`src/rtl/multdiv_sequencer.sv`:
```
// Sequencer between the execute stage and an iterative multiply/divide unit.
// It accepts one operation at a time and holds the operands stable for the
// unit. It stalls the pipeline while the unit works, and it forces completion
// with an exception if the unit does not answer within TIMEOUT cycles.
//
// state | meaning
// ------+------------------------------------------------------------------
// IDLE  | waiting for an issue; an accepted issue already stalls the pipe
// RUN   | unit busy; cnt counts RUN cycles, start pulse is sent at cnt==0
// DONE  | one-cycle result presentation, always returns to IDLE
module multdiv_sequencer #(
  parameter int TIMEOUT = 40,
  parameter int DW      = 32
) (
  input  logic          clock,
  input  logic          reset,
  input  logic          issue_mult,
  input  logic          issue_div,
  input  logic [DW-1:0] op_a,
  input  logic [DW-1:0] op_b,
  input  logic          kill,
  output logic          unit_start_mult,
  output logic          unit_start_div,
  output logic [DW-1:0] unit_a,
  output logic [DW-1:0] unit_b,
  input  logic [DW-1:0] unit_result,
  input  logic          unit_exception,
  input  logic          unit_ready,
  output logic          stall,
  output logic [DW-1:0] result,
  output logic          exception,
  output logic          result_valid,
  output logic          busy,
  output logic          timeout_flag
);

  localparam int CW = $clog2(TIMEOUT + 1);
  localparam logic [CW-1:0] CNT_MAX = CW'(TIMEOUT);

  localparam logic [1:0] S_IDLE = 2'd0;
  localparam logic [1:0] S_RUN  = 2'd1;
  localparam logic [1:0] S_DONE = 2'd2;

  logic [1:0]    state_q, state_d;
  logic [CW-1:0] cnt_q, cnt_d;
  logic [DW-1:0] unit_a_q, unit_a_d;
  logic [DW-1:0] unit_b_q, unit_b_d;
  logic [DW-1:0] result_q, result_d;
  logic          exception_q, exception_d;
  logic          timeout_flag_q, timeout_flag_d;
  logic          start_mult_q, start_mult_d;
  logic          start_div_q, start_div_d;

  logic issue_any;
  logic accept;

  // Acceptance happens only in IDLE; a simultaneous kill drops the issue.
  always_comb begin
    issue_any = issue_mult | issue_div;
    accept    = (state_q == S_IDLE) & issue_any & ~kill;
  end

  // Next-state and datapath capture for the three-state sequencer.
  always_comb begin
    state_d        = state_q;
    cnt_d          = cnt_q;
    unit_a_d       = unit_a_q;
    unit_b_d       = unit_b_q;
    result_d       = result_q;
    exception_d    = exception_q;
    timeout_flag_d = timeout_flag_q;
    start_mult_d   = 1'b0;
    start_div_d    = 1'b0;

    case (state_q)
      S_IDLE: begin
        if (accept) begin
          state_d      = S_RUN;
          cnt_d        = '0;
          unit_a_d     = op_a;
          unit_b_d     = op_b;
          // Multiply takes precedence when both issue lines are high.
          start_mult_d = issue_mult;
          start_div_d  = ~issue_mult;
        end
      end

      S_RUN: begin
        if (kill) begin
          state_d = S_IDLE;
          cnt_d   = '0;
        end else if (unit_ready && (cnt_q != '0)) begin
          // The ready line is ignored in the start-pulse cycle. A ready seen
          // on the timeout cycle still wins, so the watchdog stays quiet.
          state_d     = S_DONE;
          result_d    = unit_result;
          exception_d = unit_exception;
          cnt_d       = '0;
        end else if (cnt_q == CNT_MAX) begin
          state_d        = S_DONE;
          result_d       = '0;
          exception_d    = 1'b1;
          timeout_flag_d = 1'b1;
          cnt_d          = '0;
        end else begin
          cnt_d = cnt_q + CW'(1);
        end
      end

      S_DONE: begin
        state_d = S_IDLE;
      end

      default: begin
        state_d = S_IDLE;
        cnt_d   = '0;
      end
    endcase
  end

  // State registers with synchronous active-low reset.
  always_ff @(posedge clock) begin
    if (!reset) begin
      state_q        <= S_IDLE;
      cnt_q          <= '0;
      unit_a_q       <= '0;
      unit_b_q       <= '0;
      result_q       <= '0;
      exception_q    <= 1'b0;
      timeout_flag_q <= 1'b0;
      start_mult_q   <= 1'b0;
      start_div_q    <= 1'b0;
    end else begin
      state_q        <= state_d;
      cnt_q          <= cnt_d;
      unit_a_q       <= unit_a_d;
      unit_b_q       <= unit_b_d;
      result_q       <= result_d;
      exception_q    <= exception_d;
      timeout_flag_q <= timeout_flag_d;
      start_mult_q   <= start_mult_d;
      start_div_q    <= start_div_d;
    end
  end

  // Output decode. Stall is combinational so the accepting cycle freezes the
  // pipe. It is forced low while reset is held.
  always_comb begin
    busy            = (state_q == S_RUN);
    result_valid    = (state_q == S_DONE);
    stall           = reset & (accept | busy);
    unit_start_mult = start_mult_q;
    unit_start_div  = start_div_q;
    unit_a          = unit_a_q;
    unit_b          = unit_b_q;
    result          = result_q;
    exception       = exception_q;
    timeout_flag    = timeout_flag_q;
  end

endmodule
```
`config.mk`:
```
export PLATFORM = sky130hd
export DESIGN_NAME = multdiv_sequencer
export DESIGN_NICKNAME = d
export VERILOG_FILES = /design/src/rtl/multdiv_sequencer.sv
export SDC_FILE = /design/constraint.sdc
export NUM_CORES = 1
export LEC_CHECK = 0
export ABC_CLOCK_PERIOD_IN_PS = 2330
export BUFFER_PORTS_ARGS = -buffer_cell sky130_fd_sc_hd__buf_2
export CORE_MARGIN = 10
export CORE_UTILIZATION = 46
export CTS_BUF_LIST = sky130_fd_sc_hd__clkbuf_8
export DETAILED_ROUTE_END_ITERATION = 16
export PLACE_DENSITY = 0.86
export SYNTH_ARGS = -nofsm -noshare
export SYNTH_HDL_FRONTEND = slang
export SYNTH_SLANG_ARGS = --single-unit
```
`constraint.sdc`:
```
create_clock -name clock -period 2.33 [get_ports clock]
set_clock_uncertainty 0.1 [all_clocks]
set_input_delay 0.1165 -clock clock [delete_from_list [all_inputs] [get_ports clock]]
set_output_delay 0.1165 -clock clock [all_outputs]
set_load 0.02 [all_outputs]
```
==> out/qor_table.md <==
| Step | Result | Value |
|:---|:---|:---|
| outcome | Outcome | complete, no violations |
| yosys | Proportion of synthesized flip-flops having asynchronous set or reset | 0% |
| die | Overall die area | 12260 um2 |
| yosys | Seq cells post-synth | 108 |
| setup path | CP Data Required Time | 2110 ps |
| setup path | Slack of the worst reg-to-reg path | 250 ps |
| yosys | Synthesized cell area | 3786 um2 |
| clocking | Later-pin clock latency in the skew report | 360 ps |
| layout | Top library cells by usage in the layout, fill and taps aside | sky130_fd_sc_hd__buf_2 (205), sky130_fd_sc_hd__nand2_1 (132), sky130_fd_sc_hd__dfxtp_1 (108) |
| yosys | Cell taking the most area after synthesis | sky130_fd_sc_hd__dfxtp_1 |
| yosys | Syn_area_per_cell | 9.015 um2 |
| pwr | Leak pwr | 2.844 nW |
| setup path | Slowest cell delay on critical path | 460 ps |
| timing | Final Hold Vio Count | 0 |
| route | Routed vias/inst | 5.166 |
| setup path | Slowest cell on crit path | sky130_fd_sc_hd__nor4_2 |
| die | Placeable core region | 8093 um2 |
| yosys | Number of enable-type register cells in the synthesized netlist | 0 |
| min path | Min-Delay Startpoint | unit_ready |
| setup path | Reg-to-reg critical path startpoint | cnt_q[0]$_SDFFE_PN0P_ |
| timing | Post-route fraction of the period consumed by the critical path | 89.54% |
| timing | Count of final max-slew check failures | 0 |
| die | Initial standard-cell utilization of the core | 46.78% |
| setup path | Number of buffers and inverters on the critical path | 2 |
| flow run | Max Cap Violations | 0 |
| clocking | Number of H-tree levels | 3 |
| yosys | Dominant synthesized flop cell | sky130_fd_sc_hd__dfxtp_1 |
| route | Final antenna-violating net count | 0 |
| die | I/O Pins | 206 |
| placement | Count of placed standard cells including taps | 706 |
| clocking | Clock root buffer | sky130_fd_sc_hd__clkbuf_8 |
| setup path | Element type at the critical path start | register |
| pwr | Maximum vdd ir drop | 388.2 uV |
| global routing | Global-route wire length before repair | 23460 um |
| route | Average wire length per cell after detail routing | 17.97 um |
| yosys | Warnings, synthesis | 0 |
| clocking | Post-CTS repair timing setup buffer count | 0 |
| pwr | Power, Total | 0.003788 W |
| setup path | CP Max Fanout | 66 |
| layout | Fraction of layout instances using a drive strength above 1 | 32.91% |
| placement | Placed cell area | 4866 um2 |
| route | Number of DRC markers in iteration 0 | 292 |
| yosys | Syn Nets | 525 |
| min path | Endpoint, Worst Hold | state_q[1]$_SDFFE_PN0P_ |
| yosys | Part of the Yosys area used for sequential elements | 57.11% |
| placement | Placer Congestion | 0.9067 |
| timing | Setup slack after layout | 243.8 ps |
| setup path | Most used cell along the critical path | sky130_fd_sc_hd__nor2_1 |
| clocking | CTS tree | done |
| die | Horizontal die dimension | 110.7 um |
| pwr | Power per cell area | 623.2 nW/um2 |
| clocking | Clock slew at the register clock pins of the worst setup and hold paths | 100 ps |
| placement | Setup WS pre-CTS | 307.6 ps |
| layout | Post-route design area | 6078 um2 |
| setup path | Worst reg-to-reg path cell count | 6 |
| min path | Cell count of the worst hold path | 3 |
| clocking | TritonCTS buffer count | 9 |
| placement | Quantity of I/O buffers inserted on ports | 205 |
| route | Total via count after detailed routing | 4252 |
| placement | Placed wire-length estimate | 8822 um |
| global routing | Vias in the first global route | 4403 |
| setup path | Family with the most delay on the worst path | simple AND/OR/NAND/NOR gates |
| layout | Most common cell after layout, fill and taps aside | sky130_fd_sc_hd__buf_2 |
| timing | Slew @ Worst Pin | 631.5 ps |
| route | Routed wire length | 14790 um |
| yosys | Ranking of synthesized cells by area | sky130_fd_sc_hd__dfxtp_1 (57%), sky130_fd_sc_hd__nand2_1 (13%), sky130_fd_sc_hd__a21oi_1 (8.5%) |
| global routing | Global routing usage summed across all routing layers | 23.09% |
| yosys | Yosys top cell area share | 57.11% |
| layout | Number of fillers in the final layout | 504 |
| timing | Worst slew margin | 57.84% |
| layout | Final net count | 817 |
| yosys | Gate Count Post-Synth | 420 |
| setup path | Category of the critical setup timing path | reg2out |
| global routing | Largest net degree at the start of global routing | 67 |
| die | Number of rows created at floorplan | 33 |
| route | Detailed-route DRC error count | 0 |
| setup path | Arr. time, crit path | 1870 ps |
| die | Overall die height | 110.7 um |
| clocking | Maximum buffer depth of the clock tree | 2 |
| setup path | Cell chain of the critical path | nor4_2 > buf_12 > nor2_1 > nor2_1 > buf_2 |
| global routing | Total congestion overflow after global routing | 0 |
| timing | Highest clock rate | 0.4793 GHz |
| route | First-pass iteration count of the detailed router | 4 |
| timing | RSZ-0062 raised after global routing | false |
| layout | Count of non-filler cells in the finished layout | 823 |
| setup path | Critical path capture point type | output pin |
| clocking | Clock sinks | 108 |
| global routing | Initial antenna violation count | 1 |
| setup path | R2R Path End | result[22]$_SDFFE_PN0P_ |
| timing | Total Negative Setup Slacks | 0 ps |
| min path | Hold crit path type | in2reg |
| layout | Post-synthesis to final-layout area growth | 60.54% |
| yosys | Number of distinct library cells after synthesis | 36 |
| timing | Final period demand of the worst path | 2086 ps |
| timing | Number of setup violations in the final report | 0 |
[synth_stat cells, drive strengths merged, types with 2 or more instances]
| library cell | number |
|---|---|
| buf | 10 |
| inv | 6 |
| a22o | 32 |
| o21ai | 8 |
| nor3 | 2 |
| dfxtp | 108 |
| a211oi | 4 |
| nand3 | 2 |
| ha | 2 |
| nand2 | 132 |
| a21oi | 65 |
| nor2 | 11 |
| clkbuf | 18 |
| or3 | 4 |
[how the worst max path moves through the flow]
stage                     depth (start not counted)                    start  slack, ps                       to
after detailed placement                          6    cnt_q[0]$_SDFFE_PN0P_        310  result[17]$_SDFFE_PN0P_
after global placement                            6    cnt_q[0]$_SDFFE_PN0P_        390  result[25]$_SDFFE_PN0P_
after global routing                              5  state_q[1]$_SDFFE_PN0P_        130                    stall
after CTS                                         5  state_q[1]$_SDFFE_PN0P_        230                    stall
final                                             5  state_q[1]$_SDFFE_PN0P_        240                    stall
after floorplan                                   7    cnt_q[0]$_SDFFE_PN0P_        510  result[10]$_SDFFE_PN0P_
[through the flow]
step	util, %	hold WS (ps)
global placement	60.13	213.2
global route	75.11	76.83
CTS	75.08	54.28
detailed placement	60.13	204.3
floorplan	-	88.88
finish	75.11	72.43
[logic make-up after synthesis]
kind of cell,Yosys count,synth area share (%)
AOI/OAI and AO/OA,115,19.80
adders and majority gates,2,0.6608
and+or+nand+nor,160,17.52
DFF,108,57.10
xor gates and xnor gates,1,0.2314
buffers and inverters,34,4.692
[sequential cells by signal, summed over array words and instances (netlist names), 2 cells and up]
name / count
cnt_q: 6
result: 32
state_q: 2
unit_a: 32
unit_b: 32
[power breakdown]
part | internal (W) | switching (W)
Clock | 0.000514 | 0.000660
Combinational | 0.000296 | 0.000355
Sequential | 0.00192 | 0.0000435
[layer usage]
layer / global-route usage, % / vias up / routed length (um) / part of all wire, %
li1: - / 2005 / - / -
met1: 26.02 / 1962 / 5645 / 38
met2: 39.23 / 254 / 7189 / 49
met3: 8.658 / 31 / 1633 / 11
met4: 7.639 / 0 / 318 / 2.2
met5: 0 / - / 0 / 0
[what timing repair did]
action | in CTS | in global routing
endpoints found under the hold margin | 100 | 0
hold buffers | 100 | 0
gates resized for setup | 0 | 0
[tightest hold or removal path, delay by kind of cell]
kind	cells	cell delay, ps
buffers and inverters	1	150
AND/OR/NAND/NOR	2	220
[layout make-up]
| class | instances | area (um2) | share of cell area [%] |
|---|---|---|---|
| Sequential cell | 108 | 2162 | 35.57 |
| Tap cell | 105 | 131.4 | 2.161 |
| Multi-Input combinational cell | 278 | 1456 | 23.96 |
| Timing Repair Buffer | 309 | 2095 | 34.46 |
| Inverter | 6 | 22.52 | 0.3705 |
| Antenna cell | 1 | 2.502 | 0.04117 |
| Clock buffer | 9 | 123.9 | 2.038 |
| Clock inverter | 7 | 85.08 | 1.400 |
(Power assumes the default switching activity.)
